==> src/rtl/ece429_decode_stage.sv <==
// ece429_decode_stage: MIPS decode stage with 2-entry skid buffering.
// Registers a fully decoded bundle; flushable; keeps decode statistics.
module ece429_decode_stage #(
    parameter int ADDR_W = 32,
    parameter int DATA_W = 32,
    parameter int CNT_W  = 16
) (
    input  logic              clock,
    input  logic              reset,
    input  logic              flush,
    input  logic              in_valid,
    output logic              in_ready,
    input  logic [0:31]       insn_in,
    input  logic [ADDR_W-1:0] pc_in,
    output logic              out_valid,
    input  logic              out_ready,
    output logic [5:0]        op_out,
    output logic [4:0]        rs_out,
    output logic [4:0]        rt_out,
    output logic [4:0]        rd_out,
    output logic [4:0]        shamt_out,
    output logic [DATA_W-1:0] imm_out,
    output logic [ADDR_W-1:0] target_out,
    output logic [4:0]        dst_out,
    output logic              dst_valid,
    output logic              is_branch,
    output logic              is_jump,
    output logic              is_load,
    output logic              is_store,
    output logic              illegal,
    output logic [ADDR_W-1:0] pc_out,
    output logic [CNT_W-1:0]  decoded_cnt,
    output logic [CNT_W-1:0]  illegal_cnt
);
    localparam logic [5:0] OP_NOP = 6'd0, OP_SLL = 6'd1, OP_SRL = 6'd2;
    localparam logic [5:0] OP_SRA = 6'd3, OP_JR = 6'd4, OP_ADD = 6'd5;
    localparam logic [5:0] OP_ADDU = 6'd6, OP_SUB = 6'd7, OP_SUBU = 6'd8;
    localparam logic [5:0] OP_AND = 6'd9, OP_OR = 6'd10, OP_XOR = 6'd11;
    localparam logic [5:0] OP_NOR = 6'd12, OP_SLT = 6'd13, OP_SLTU = 6'd14;
    localparam logic [5:0] OP_BLTZ = 6'd15, OP_BGEZ = 6'd16, OP_J = 6'd17;
    localparam logic [5:0] OP_JAL = 6'd18, OP_BEQ = 6'd19, OP_BNE = 6'd20;
    localparam logic [5:0] OP_BLEZ = 6'd21, OP_BGTZ = 6'd22, OP_ADDIU = 6'd23;
    localparam logic [5:0] OP_SLTI = 6'd24, OP_ORI = 6'd25, OP_LUI = 6'd26;
    localparam logic [5:0] OP_MUL = 6'd27, OP_LB = 6'd28, OP_LW = 6'd29;
    localparam logic [5:0] OP_LBU = 6'd30, OP_SB = 6'd31, OP_SW = 6'd32;
    localparam logic [5:0] OP_ILL = 6'd63;

    logic [31:0]       r_skid_insn;
    logic [ADDR_W-1:0] r_skid_pc;
    logic              r_skid_full;
    logic              r_out_valid;
    logic [5:0]        r_op;
    logic [4:0]        r_rs, r_rt, r_rd, r_shamt, r_dst;
    logic [DATA_W-1:0] r_imm;
    logic [ADDR_W-1:0] r_tgt, r_pc;
    logic [CNT_W-1:0]  r_dec_cnt, r_ill_cnt;

    logic [31:0]       w_in_insn, w_insn;
    logic [ADDR_W-1:0] w_pc, w_pc4, w_jt, w_tgt;
    logic [5:0]        w_opc, w_funct, w_op;
    logic [15:0]       w_imm16;
    logic [DATA_W-1:0] w_imm;
    logic [4:0]        w_dst;
    logic              w_acc, w_drain, w_is_br;

    // Big-endian bit numbering on the port: insn_in[0] lands in w_in_insn[31].
    assign w_in_insn = insn_in;
    assign w_insn    = r_skid_full ? r_skid_insn : w_in_insn;
    assign w_pc      = r_skid_full ? r_skid_pc : pc_in;
    assign w_opc     = w_insn[31:26];
    assign w_funct   = w_insn[5:0];
    assign w_imm16   = w_insn[15:0];
    assign w_acc     = in_valid & ~r_skid_full;
    assign w_drain   = r_out_valid & out_ready;
    assign w_pc4     = w_pc + ADDR_W'(4);
    assign w_jt      = (w_pc4 & ~ADDR_W'(28'hFFF_FFFF))
                     | ADDR_W'({w_insn[25:0], 2'b00});
    assign w_is_br   = w_op inside {OP_BLTZ, OP_BGEZ, [OP_BEQ:OP_BGTZ]};

    // Opcode/funct/REGIMM decode to the op enum.
    always_comb begin
        w_op = OP_ILL;
        case (w_opc)
            6'b000000: begin
                if (w_insn == 32'd0) w_op = OP_NOP;
                else begin
                    case (w_funct)
                        6'b000000: w_op = OP_SLL;
                        6'b000010: w_op = OP_SRL;
                        6'b000011: w_op = OP_SRA;
                        6'b001000: w_op = OP_JR;
                        6'b100000: w_op = OP_ADD;
                        6'b100001: w_op = OP_ADDU;
                        6'b100010: w_op = OP_SUB;
                        6'b100011: w_op = OP_SUBU;
                        6'b100100: w_op = OP_AND;
                        6'b100101: w_op = OP_OR;
                        6'b100110: w_op = OP_XOR;
                        6'b100111: w_op = OP_NOR;
                        6'b101010: w_op = OP_SLT;
                        6'b101011: w_op = OP_SLTU;
                        default:   w_op = OP_ILL;
                    endcase
                end
            end
            6'b000001: begin
                if (w_insn[20:16] == 5'd0) w_op = OP_BLTZ;
                else if (w_insn[20:16] == 5'd1) w_op = OP_BGEZ;
            end
            6'b000010: w_op = OP_J;
            6'b000011: w_op = OP_JAL;
            6'b000100: w_op = OP_BEQ;
            6'b000101: w_op = OP_BNE;
            6'b000110: w_op = OP_BLEZ;
            6'b000111: w_op = OP_BGTZ;
            6'b001001: w_op = OP_ADDIU;
            6'b001010: w_op = OP_SLTI;
            6'b001101: w_op = OP_ORI;
            6'b001111: w_op = OP_LUI;
            6'b011100: if (w_funct == 6'b000010) w_op = OP_MUL;
            6'b100000: w_op = OP_LB;
            6'b100011: w_op = OP_LW;
            6'b100100: w_op = OP_LBU;
            6'b101000: w_op = OP_SB;
            6'b101011: w_op = OP_SW;
            default:   w_op = OP_ILL;
        endcase
    end

    // Immediate extension, control-flow target and destination selection.
    always_comb begin
        w_imm = DATA_W'($signed(w_imm16));
        if (w_op == OP_ORI) w_imm = DATA_W'(w_imm16);
        else if (w_op == OP_LUI) w_imm = DATA_W'({w_imm16, 16'h0000});
        w_tgt = '0;
        if (w_is_br) w_tgt = w_pc4 + ADDR_W'($signed({w_imm16, 2'b00}));
        else if (w_op == OP_J || w_op == OP_JAL) w_tgt = w_jt;
        w_dst = 5'd0;
        if (w_op inside {[OP_SLL:OP_SRA], [OP_ADD:OP_SLTU], OP_MUL})
            w_dst = w_insn[15:11];
        else if (w_op inside {[OP_ADDIU:OP_LUI], [OP_LB:OP_LBU]})
            w_dst = w_insn[20:16];
        else if (w_op == OP_JAL)
            w_dst = 5'd31;
    end

    // Output/skid registers: skid entry always moves to the output first.
    always_ff @(posedge clock or posedge reset) begin
        if (reset) begin
            r_out_valid <= 1'b0;
            r_skid_full <= 1'b0;
            r_skid_insn <= '0;
            r_skid_pc   <= '0;
            r_op        <= '0;
            r_rs        <= '0;
            r_rt        <= '0;
            r_rd        <= '0;
            r_shamt     <= '0;
            r_dst       <= '0;
            r_imm       <= '0;
            r_tgt       <= '0;
            r_pc        <= '0;
        end else if (flush) begin
            r_out_valid <= 1'b0;
            r_skid_full <= 1'b0;
        end else if (!r_out_valid || out_ready) begin
            if (r_skid_full || w_acc) begin
                r_out_valid <= 1'b1;
                r_skid_full <= 1'b0;
                r_op        <= w_op;
                r_rs        <= w_insn[25:21];
                r_rt        <= w_insn[20:16];
                r_rd        <= w_insn[15:11];
                r_shamt     <= w_insn[10:6];
                r_dst       <= w_dst;
                r_imm       <= w_imm;
                r_tgt       <= w_tgt;
                r_pc        <= w_pc;
            end else begin
                r_out_valid <= 1'b0;
            end
        end else if (w_acc) begin
            r_skid_insn <= w_in_insn;
            r_skid_pc   <= pc_in;
            r_skid_full <= 1'b1;
        end
    end

    // Delivery statistics: total wraps, illegal saturates.
    always_ff @(posedge clock or posedge reset) begin
        if (reset) begin
            r_dec_cnt <= '0;
            r_ill_cnt <= '0;
        end else if (w_drain) begin
            r_dec_cnt <= r_dec_cnt + CNT_W'(1);
            if (r_op == OP_ILL && !(&r_ill_cnt))
                r_ill_cnt <= r_ill_cnt + CNT_W'(1);
        end
    end

    assign in_ready    = ~r_skid_full;
    assign out_valid   = r_out_valid;
    assign op_out      = r_op;
    assign rs_out      = r_rs;
    assign rt_out      = r_rt;
    assign rd_out      = r_rd;
    assign shamt_out   = r_shamt;
    assign imm_out     = r_imm;
    assign target_out  = r_tgt;
    assign dst_out     = r_dst;
    assign dst_valid   = (r_dst != 5'd0);
    assign is_branch   = r_op inside {OP_BLTZ, OP_BGEZ, [OP_BEQ:OP_BGTZ]};
    assign is_jump     = r_op inside {OP_J, OP_JAL, OP_JR};
    assign is_load     = r_op inside {[OP_LB:OP_LBU]};
    assign is_store    = r_op inside {OP_SB, OP_SW};
    assign illegal     = (r_op == OP_ILL);
    assign pc_out      = r_pc;
    assign decoded_cnt = r_dec_cnt;
    assign illegal_cnt = r_ill_cnt;
endmodule

==> config.mk <==
export PLATFORM = sky130hd
export DESIGN_NAME = ece429_decode_stage
export DESIGN_NICKNAME = d
export VERILOG_FILES = /design/src/rtl/ece429_decode_stage.sv
export SDC_FILE = /design/constraint.sdc
export NUM_CORES = 1
export LEC_CHECK = 0
export CAP_MARGIN = 20
export CORE_MARGIN = 2
export CORE_UTILIZATION = 51
export DETAILED_ROUTE_END_ITERATION = 12
export PLACE_DENSITY_LB_ADDON = 0.3
export SLEW_MARGIN = 0
export SYNTH_ARGS = -nofsm -noshare
export SYNTH_HDL_FRONTEND = slang
export SYNTH_SLANG_ARGS = --single-unit
==> constraint.sdc <==
create_clock -name clock -period 13.83 [get_ports clock]
set_input_delay 2.0745 -clock clock [delete_from_list [all_inputs] [get_ports clock]]
set_output_delay 2.0745 -clock clock [all_outputs]
set_load 0.1 [all_outputs]
==> results of run 1 <==
==> critical path, delay by kind of cell <==
kind	cells	cell delay, ns
multiplexers	1	0.14
XOR/XNOR	1	0.13
adder cells (fa/ha/maj)	1	0.25
AND/OR/NAND/NOR	3	0.54
AO/OA/AOI/OAI	11	2.86
buffers and inverters	2	0.54
==> state kept, by name, indices dropped and copies added, names as in the netlist <==
signal,count
decoded_cnt,16
dst_out,5
illegal_cnt,16
imm_out,32
op_out,6
out_valid,1
pc_out,32
r_skid_full,1
r_skid_insn,32
r_skid_pc,32
rd_out,5
rs_out,5
rt_out,5
shamt_out,5
target_out,32
==> routing by layer <==
| layer | GRT usage, % | part of all wire (%) |
|---|---|---|
| met1 | 38.1 | 45 |
| met2 | 42.5 | 46 |
| met4 | 7.48 | 2.6 |
| met3 | 4.28 | 7.3 |
| met5 | 0 | 0 |
==> cell usage in the layout, fill, tap and decap left out, types with 13 or more instances in the layout <==
master,netlist,routed
a21o_1,29,29
a21oi_1,70,70
a221oi_1,20,20
clkbuf_16,0,24
clkdlybuf4s50_1,0,235
dfrtp_1,225,224
ha_1,37,37
inv_1,18,17
mux2_2,84,84
mux2i_1,44,44
nand2_1,196,196
nand3_1,44,43
nand4_1,16,16
nor2_1,100,100
nor3_1,21,20
o21ai_0,87,87
o21ai_1,15,15
o31ai_1,13,13
xnor2_1,55,55
xor2_1,31,31
==> path summary, 6_finish.rpt <==
path | start | to | slack [ns] | depth (start not counted)
max reg2reg | r_skid_full | target_out[31] | 7.84 | 19
min in group asynchronous | reset | r_skid_full | 2.09 | 2
max in group asynchronous | reset | r_skid_insn[1] | 10.37 | 3
max | pc_in[2] | target_out[31] | 7.71 | 19
min | rs_out[3] | rs_out[3] | 0.47 | 2
min reg2reg | rs_out[3] | rs_out[3] | 0.47 | 2
==> per-stage QoR <==
| stage | power (mW) | instances | instance area [µm²] |
|---|---|---|---|
| 4_1_cts | 2.63 | 1882 | 16200 |
| 3_5_place_dp | 1.96 | 1840 | 15400 |
| 3_3_place_gp | 1.95 | 1840 | 15400 |
| 2_1_floorplan | 1.69 | 1337 | 12800 |
| 6_report | 2.62 | 1887 | 16200 |
| 5_1_grt | 2.73 | 1886 | 16200 |
==> final cells by class <==
class                   instances  area, µm²  area share, %
well taps                     324        405           2.50
multi-input cells            1025       6820           42.0
clock inverters                12        153          0.941
repair buffers                245       2450           15.1
flip-flops and latches        225       5630           34.7
diodes                          4       10.0         0.0617
clock buffers                  30        663           4.09
inverters                      22       90.1          0.555
==> report_power, final <==
part / leakage (nW) / switching [mW] / internal [mW] / total, mW
logic: 3.62 / 0.790 / 0.288 / 1.08
clock network: 0.404 / 0.267 / 0.396 / 0.663
registers: 2.81 / 0.0994 / 0.779 / 0.878
total: 6.83 / 1.16 / 1.46 / 2.62
==> logic make-up (layout without fill, tap and decap cells) <==
group / count (synthesis) / count (layout) / synth area share (%)
and+or+nand+nor: 464 / 464 / 16.9
AOI/OAI and AO/OA: 308 / 308 / 15.6
DFF: 225 / 225 / 44.0
muxes: 128 / 128 / 10.8
buffers and inverters: 87 / 309 / 2.91
xor gates and xnor gates: 86 / 86 / 5.88
adders and majority gates: 39 / 39 / 3.85
other: 0 / 4 / 0
==> impl_metrics.ini, run 1 <==
[status]
outcome = completed

[cts]
path_clk_slew_ns = 0.06
root_buffer = clkbuf_16
hold_buffers = 0
cts_buffers = 24
cts.sinks = 225
cts-htree-levels = 1
clock_latency_ns = 0.52
cts_buffer_depth = 3
ctsResizeCount = 0
cts_tree = built
post-cts-setup-buffer-count = 0

[pwr]
ir_drop_mv = 0.125
power.leakage_nw = 6.83
power_density_nw_per_um2 = 161

[logic_synthesis]
ys_types = 79
synth_most_common_cell = dfrtp_1
synth_top_area_share_pct = 44.0
async_reset_ff_share_pct = 100
netlist_area_um2 = 12800
synth_seq_cells = 225
syn_area_per_cell_um2 = 9.57
synth_top_cells_by_area = dfrtp_1, mux2_2, nand2_1
synth_edf_count = 0
synth_flop_cell = dfrtp_1
syn_nets = 1444
synth_common_cells = dfrtp_1, nand2_1, nor2_1, o21ai_0, mux2_2
yosys_warnings = 0
ys_seq_area_share_pct = 44.0
yosysTopAreaCell = dfrtp_1
syn-instance-count = 1337

[final_layout]
n_fill_cell = 1977
fin_util_pct = 66.3
drive_gt1_share_pct = 10.2
final_nets = 1650
synthToLayoutAreaGrowth_pct = 26.7

[detailed_routing]
vias = 10944
drt_iter0_markers = 990
drt-total-wl_um = 35500
drtPass1Iterations = 6
via_per_inst = 5.80
drcViolationCount = 0
ant_nets = 0
wl_per_cell_um = 18.8

[sta]
setup_ws_ns = 7.71
fin_crit_sh_pct = 44.3
rsz0062_at_grt = false
setup_violations = 0
whs_ns = 0.469
hold_violations = 0
min_period_ns = 6.12
max_slew.worst_pin.slew_ns = 1.09
report.final.slew_viol_count = 0
fmax_mhz = 163
tns_ns = 0
finClkSkew_ns = 0.00829
relSlewSlack_pct = 27.3

[worst_setup_path]
critical_path_required_ns = 14.27
critPathMaxFanout = 5
slowest_delay_ns = 0.72
end_kind = register
cp_cell_sequence = clkdlybuf4s50_1, mux2i_1, a21o_1, a21oi_1, nor2b_1, nand2_1, xnor2_1, nand2_1, o21ai_0, ha_1, a21oi_1, inv_1, a2111oi_0, o31ai_1, a311o_1, a311o_1, a31oi_1, o21bai_1, a21oi_1
crit_top_cell = a21oi_1
cp.arrival_ns = 6.56
crit_type = in2reg
cp_slowest_cell = a2111oi_0
start_kind = input pin

[worst_hold_path]
hp-class = reg2reg

[grt]
grt-ovfl-total = 0
grt_max_degree = 99
grt_pass1_vias = 10378
grt_pass1_wl_um = 56300
grt_usage_pct = 26.7
antenna_found_initial = 3

[placed_design]
port_buffers = 235
pre_cts_slack_ns = 7.32
place_hpwl_um = 25800
gp_congestion = 0.924

[floorplan]
core_area_um2 = 24500
ios = 236
row_count = 57
die_y_um = 162
dieArea_um2 = 26400
die_w_um = 162
start_util_pct = 52.3

[flow_run]
maxCapViolations = 0
No activity file was read; power rests on OpenSTA's default activity.
==> inputs of run 2 (changes only) <==
clock period = 5.75 ns   (was 13.83 ns; I/O delays follow)
==> run 2 against run 1 <==
Against the previous run:
- sequential cell count unchanged
- total power increased by 140%
- critical endpoint unchanged
- clock skew increased by 0.0095 ns
- first-iteration DRC count increased by 4.0%
- sequential power increased by 140%
- wire length increased by 1.4%
- register-to-register slack got worse by 7.0 ns
- die area unchanged
==> impl_metrics.ini, run 2 (same netlist as run 1, synthesis figures left out) <==
[status]
outcome = completed

[pwr]
power_density_nw_per_um2 = 390
power.leakage_nw = 6.90
ir_drop_mv = 0.336

[detailed_routing]
drcViolationCount = 0
drt_iter0_markers = 1030
drt-total-wl_um = 36000
via_per_inst = 5.87
ant_nets = 0
vias = 11129
wl_per_cell_um = 19.0
drtPass1Iterations = 5

[cts]
ctsResizeCount = 0
cts_tree = built
cts-htree-levels = 1
path_clk_slew_ns = 0.06
cts_buffer_depth = 3
hold_buffers = 0
root_buffer = clkbuf_16
post-cts-setup-buffer-count = 0
clock_latency_ns = 0.53
cts.sinks = 225
cts_buffers = 26

[final_layout]
synthToLayoutAreaGrowth_pct = 27.9
mostFrequentLayoutCells = clkdlybuf4s50_1, dfrtp_1, nand2_1
finalNonFillerCells = 1895
final_nets = 1660
layout_commonest_cell = clkdlybuf4s50_1
num_antenna_cells = 0
fin_util_pct = 66.9
drive_gt1_share_pct = 10.8

[placed_design]
placed_cells = 1848
gp_congestion = 0.919
port_buffers = 235
place_hpwl_um = 26300

[grt]
grt_pass1_vias = 10688
grt_pass1_wl_um = 57400
antenna_found_initial = 0
grt-ovfl-total = 0
grt_max_degree = 139
grt_usage_pct = 27.1

[worst_setup_path]
cp.arrival_ns = 5.37
end_kind = register
crit_type = reg2reg
critical_path_required_ns = 6.21
start_kind = register
critPathMaxFanout = 28

[sta]
fmax_mhz = 204
report.final.slew_viol_count = 0
fin_crit_sh_pct = 85.4
min_period_ns = 4.91
relSlewSlack_pct = 29.2
hold_violations = 0
tns_ns = 0
whs_ns = 0.475
finClkSkew_ns = 0.0178
setup_violations = 0
rsz0062_at_grt = false
max_slew.worst_pin.slew_ns = 1.06

[floorplan]
dieArea_um2 = 26400
ios = 236
die_y_um = 162
row_count = 57
start_util_pct = 52.3
die_w_um = 162
core_area_um2 = 24500

[flow_run]
maxCapViolations = 0

[worst_hold_path]
hp-class = reg2reg
==> run 2: cell types whose count changed in the layout (fill, tap and decap cells not counted), moves of 2 or more <==
cell and delta:
buf_12 +4, buf_4 +4, clkbuf_1 +2, clkbuf_16 +3, clkinvlp_4 +2, diode_2 -4
==> run 2: worst paths after layout <==
check,slack (ns),startpoint,to,cells after the start
worst max-delay path,0.84,r_skid_full,target_out[31],19
worst min-delay path,0.47,imm_out[31],imm_out[31],2
worst max register to register,0.84,r_skid_full,target_out[31],19
worst min register to register,0.47,imm_out[31],imm_out[31],2
max in group asynchronous,4.16,reset,r_skid_full,3
min in group asynchronous,0.84,reset,op_out[2],3
==> run 2: through the flow <==
step,cell area [µm²],total power [mW],worst slack (ns)
4_1_cts,16300,6.42,0.886
3_3_place_gp,15500,4.69,0.605
3_5_place_dp,15500,4.74,0.564
2_1_floorplan,12800,4.06,0.354
6_report,16400,6.39,0.839
5_1_grt,16400,6.64,0.558
==> run 2: worst max-delay path: stages, from the launching register on <==
cell      delay (ns)
dfrtp_4         0.68
buf_4           0.40
mux2i_1         0.21
a211oi_1        0.34
nand2_1         0.12
nor2b_1         0.23
nor2b_1         0.27
nand2_1         0.10
xnor2_1         0.12
nand2_1         0.06
o21ai_0         0.09
ha_1            0.41
nand3_1         0.10
o31ai_1         0.46
a311o_1         0.39
a41oi_1         0.15
a311o_1         0.32
a31oi_1         0.15
o21bai_1        0.08
a21oi_1         0.13
==> run 2: cell type report <==
| cell class | count | area [µm²] |
|---|---|---|
| clock inverters | 11 | 125 |
| inverters | 22 | 86.3 |
| multi-input cells | 1025 | 6820 |
| repair buffers | 253 | 2560 |
| well taps | 324 | 405 |
| clock buffers | 35 | 746 |
| fillers | 1965 | 8090 |
| flip-flops and latches | 225 | 5630 |
==> run 2: per-layer routing <==
metal  GRT usage, %  share of wire [%]  vias to the layer above
met2           44.4                 47                      425
met3           4.15                7.0                       51
met4           5.87                2.0                        0
li1               -                  -                     5224
met5              0                  0                        -
met1           38.5                 44                     5429
==> run 2: report_power, final <==
part           internal, mW  leakage (nW)  switching (mW)
registers              1.87          2.81           0.237
clock network         0.999         0.425           0.669
logic                 0.701          3.67            1.91
total                  3.57          6.90            2.81
==> inputs of run 3 (changes only) <==
MAX_ROUTING_LAYER = met4   (was not set)
PLACE_DENSITY = 0.78   (was not set)
PLACE_DENSITY_LB_ADDON = not set   (was 0.3)
==> run 3 against run 2 <==
Against the previous run:
- non-clock buffer count rose by 3
- wire length rose by 2.4%
- sequential share of layout area about the same
- critical path depth shrank 1
- cell area about the same
- count of clock-buffer cells in the layout down 5
- sequential cell count unchanged
- sequential power barely moved
- cell count rose by 0.26%
- clock power is 4% higher
- clock skew fell by 0.0040 ns
- worst hold slack better by 0.0062 ns
- critical path type unchanged
- critical endpoint unchanged
==> impl_metrics.ini, run 3 (same netlist as run 1, synthesis figures left out) <==
[sta]
setup_violations = 0
hold_violations = 0
report.final.slew_viol_count = 0
relSlewSlack_pct = 27.4
rsz0062_at_grt = false
whs_ns = 0.481
finClkSkew_ns = 0.0138
tns_ns = 0
min_period_ns = 4.88
max_slew.worst_pin.slew_ns = 1.09
fmax_mhz = 205
fin_crit_sh_pct = 84.8

[grt]
grt_usage_pct = 28.6
grt_pass1_wl_um = 58500
antenna_found_initial = 1
grt_pass1_vias = 10824
grt-ovfl-total = 0
grt_max_degree = 108

[final_layout]
fin_util_pct = 67.0
fin_area_um2 = 16400
drive_gt1_share_pct = 11.1
mostFrequentLayoutCells = clkdlybuf4s50_1, dfrtp_1, nand2_1
finalNonFillerCells = 1900
n_fill_cell = 1936
final_nets = 1662
synthToLayoutAreaGrowth_pct = 28.0
layout_commonest_cell = clkdlybuf4s50_1

[worst_setup_path]
end_kind = register
critical_path_required_ns = 6.20
cp.arrival_ns = 5.33
r2r-end = target_out[31]
critPathMaxFanout = 39
start_kind = register
crit_type = reg2reg
rr_worst_depth = 18
r2r_slack_ns = 0.87
rr_startpoint = r_skid_full

[placed_design]
placed_area_um2 = 15500
place_hpwl_um = 27300
gp_congestion = 0.920
placed_cells = 1852
port_buffers = 235

[cts]
cts_buffers = 25
cts.sinks = 225
path_clk_slew_ns = 0.06
cts_buffer_depth = 3
ctsResizeCount = 0
hold_buffers = 0
root_buffer = clkbuf_16
post-cts-setup-buffer-count = 0
cts_tree = built
cts-htree-levels = 1
clock_latency_ns = 0.53

[pwr]
power_density_nw_per_um2 = 395
power.switching_mw = 2.82
pwr-share-clk_pct = 26.8
seqPwrFrac_pct = 32.8
switching_share_pct = 43.7
combPwrFrac_pct = 40.4
power.leakage_nw = 6.92
ir_drop_mv = 0.328
internal_power_mw = 3.64

[detailed_routing]
ant_nets = 0
drt_iter0_markers = 875
top_layer = met4
drt-total-wl_um = 36900
vias = 11000
drcViolationCount = 0
wl_met2_um = 16800
drtPass1Iterations = 6
wl_met3_um = 2740
wl_per_cell_um = 19.4
via_per_inst = 5.79
wl_met1_um = 16300

[floorplan]
row_count = 57
start_util_pct = 52.3
die_w_um = 162
core_area_um2 = 24500
die_y_um = 162
ios = 236
dieArea_um2 = 26400

[flow_run]
maxCapViolations = 0

[worst_hold_path]
whs_path_depth = 2
hp-class = reg2reg
min_to = imm_out[26]
hp-start = imm_out[26]

[status]
outcome = completed
==> run 3: cell count changes in the layout (fill, tap and decap cells not counted), sizes merged <==
cell      delta
inv          +1
buf          +3
clkinv       +1
clkinvlp     -1
bufinv       +3
diode        +3
clkbuf       -5
==> run 3: metal layers <==
metal  vias up  track usage (%)
li1       5234                -
met1      5315             38.4
met2       387             44.9
met3        64             5.07
met4         0             8.29
met5         -                -
==> run 3: worst max path at each step <==
stage	startpoint	to	cells past startpoint
after floorplan	r_skid_full	target_out[31]	24
after global placement	pc_in[2]	target_out[31]	19
after detailed placement	pc_in[4]	target_out[31]	19
after CTS	r_skid_full	target_out[31]	18
after global routing	r_skid_full	target_out[31]	18
final	r_skid_full	target_out[31]	18
==> run 3: critical path, cell delays in order, from the launching register on <==
cell and delay [ns]:
dfrtp_4 0.79, mux2i_1 0.26, a21o_1 0.24, a21oi_1 0.18
nor2b_1 0.35, nand3_1 0.14, xor2_1 0.16, ha_1 0.39
nand2_1 0.07, o21ai_0 0.21, a2111oi_0 0.11, buf_4 0.17
o31ai_1 0.43, a311o_1 0.38, a41oi_1 0.16, a311o_1 0.33
a31oi_1 0.16, o21bai_1 0.08, a21oi_1 0.14
==> run 3: area by class of cell <==
type                    count  area [µm²]  area share (%)
clock inverters            15         210            1.28
multi-input cells        1025        6820            41.6
flip-flops and latches    225        5630            34.4
diodes                      3        7.51          0.0458
repair buffers            256        2530            15.5
inverters                  22        86.3           0.527
well taps                 324         405            2.47
clock buffers              30         684            4.18
==> run 3: power groups by stage <==
stage | registers [mW] | clock network, mW | logic, mW
floorplan | 3.34 | 0 | 0.717
global placement | 2.12 | 0 | 2.58
detailed placement | 2.14 | 0 | 2.61
CTS | 2.11 | 1.76 | 2.62
global route | 2.16 | 1.83 | 2.74
finish | 2.12 | 1.73 | 2.61
==> run 3: stage by stage <==
stage | power (mW) | setup WS (ns)
finish | 6.47 | 0.875
global route | 6.73 | 0.570
CTS | 6.50 | 0.965
detailed placement | 4.75 | 0.569
global placement | 4.71 | 0.689
floorplan | 4.06 | 0.354
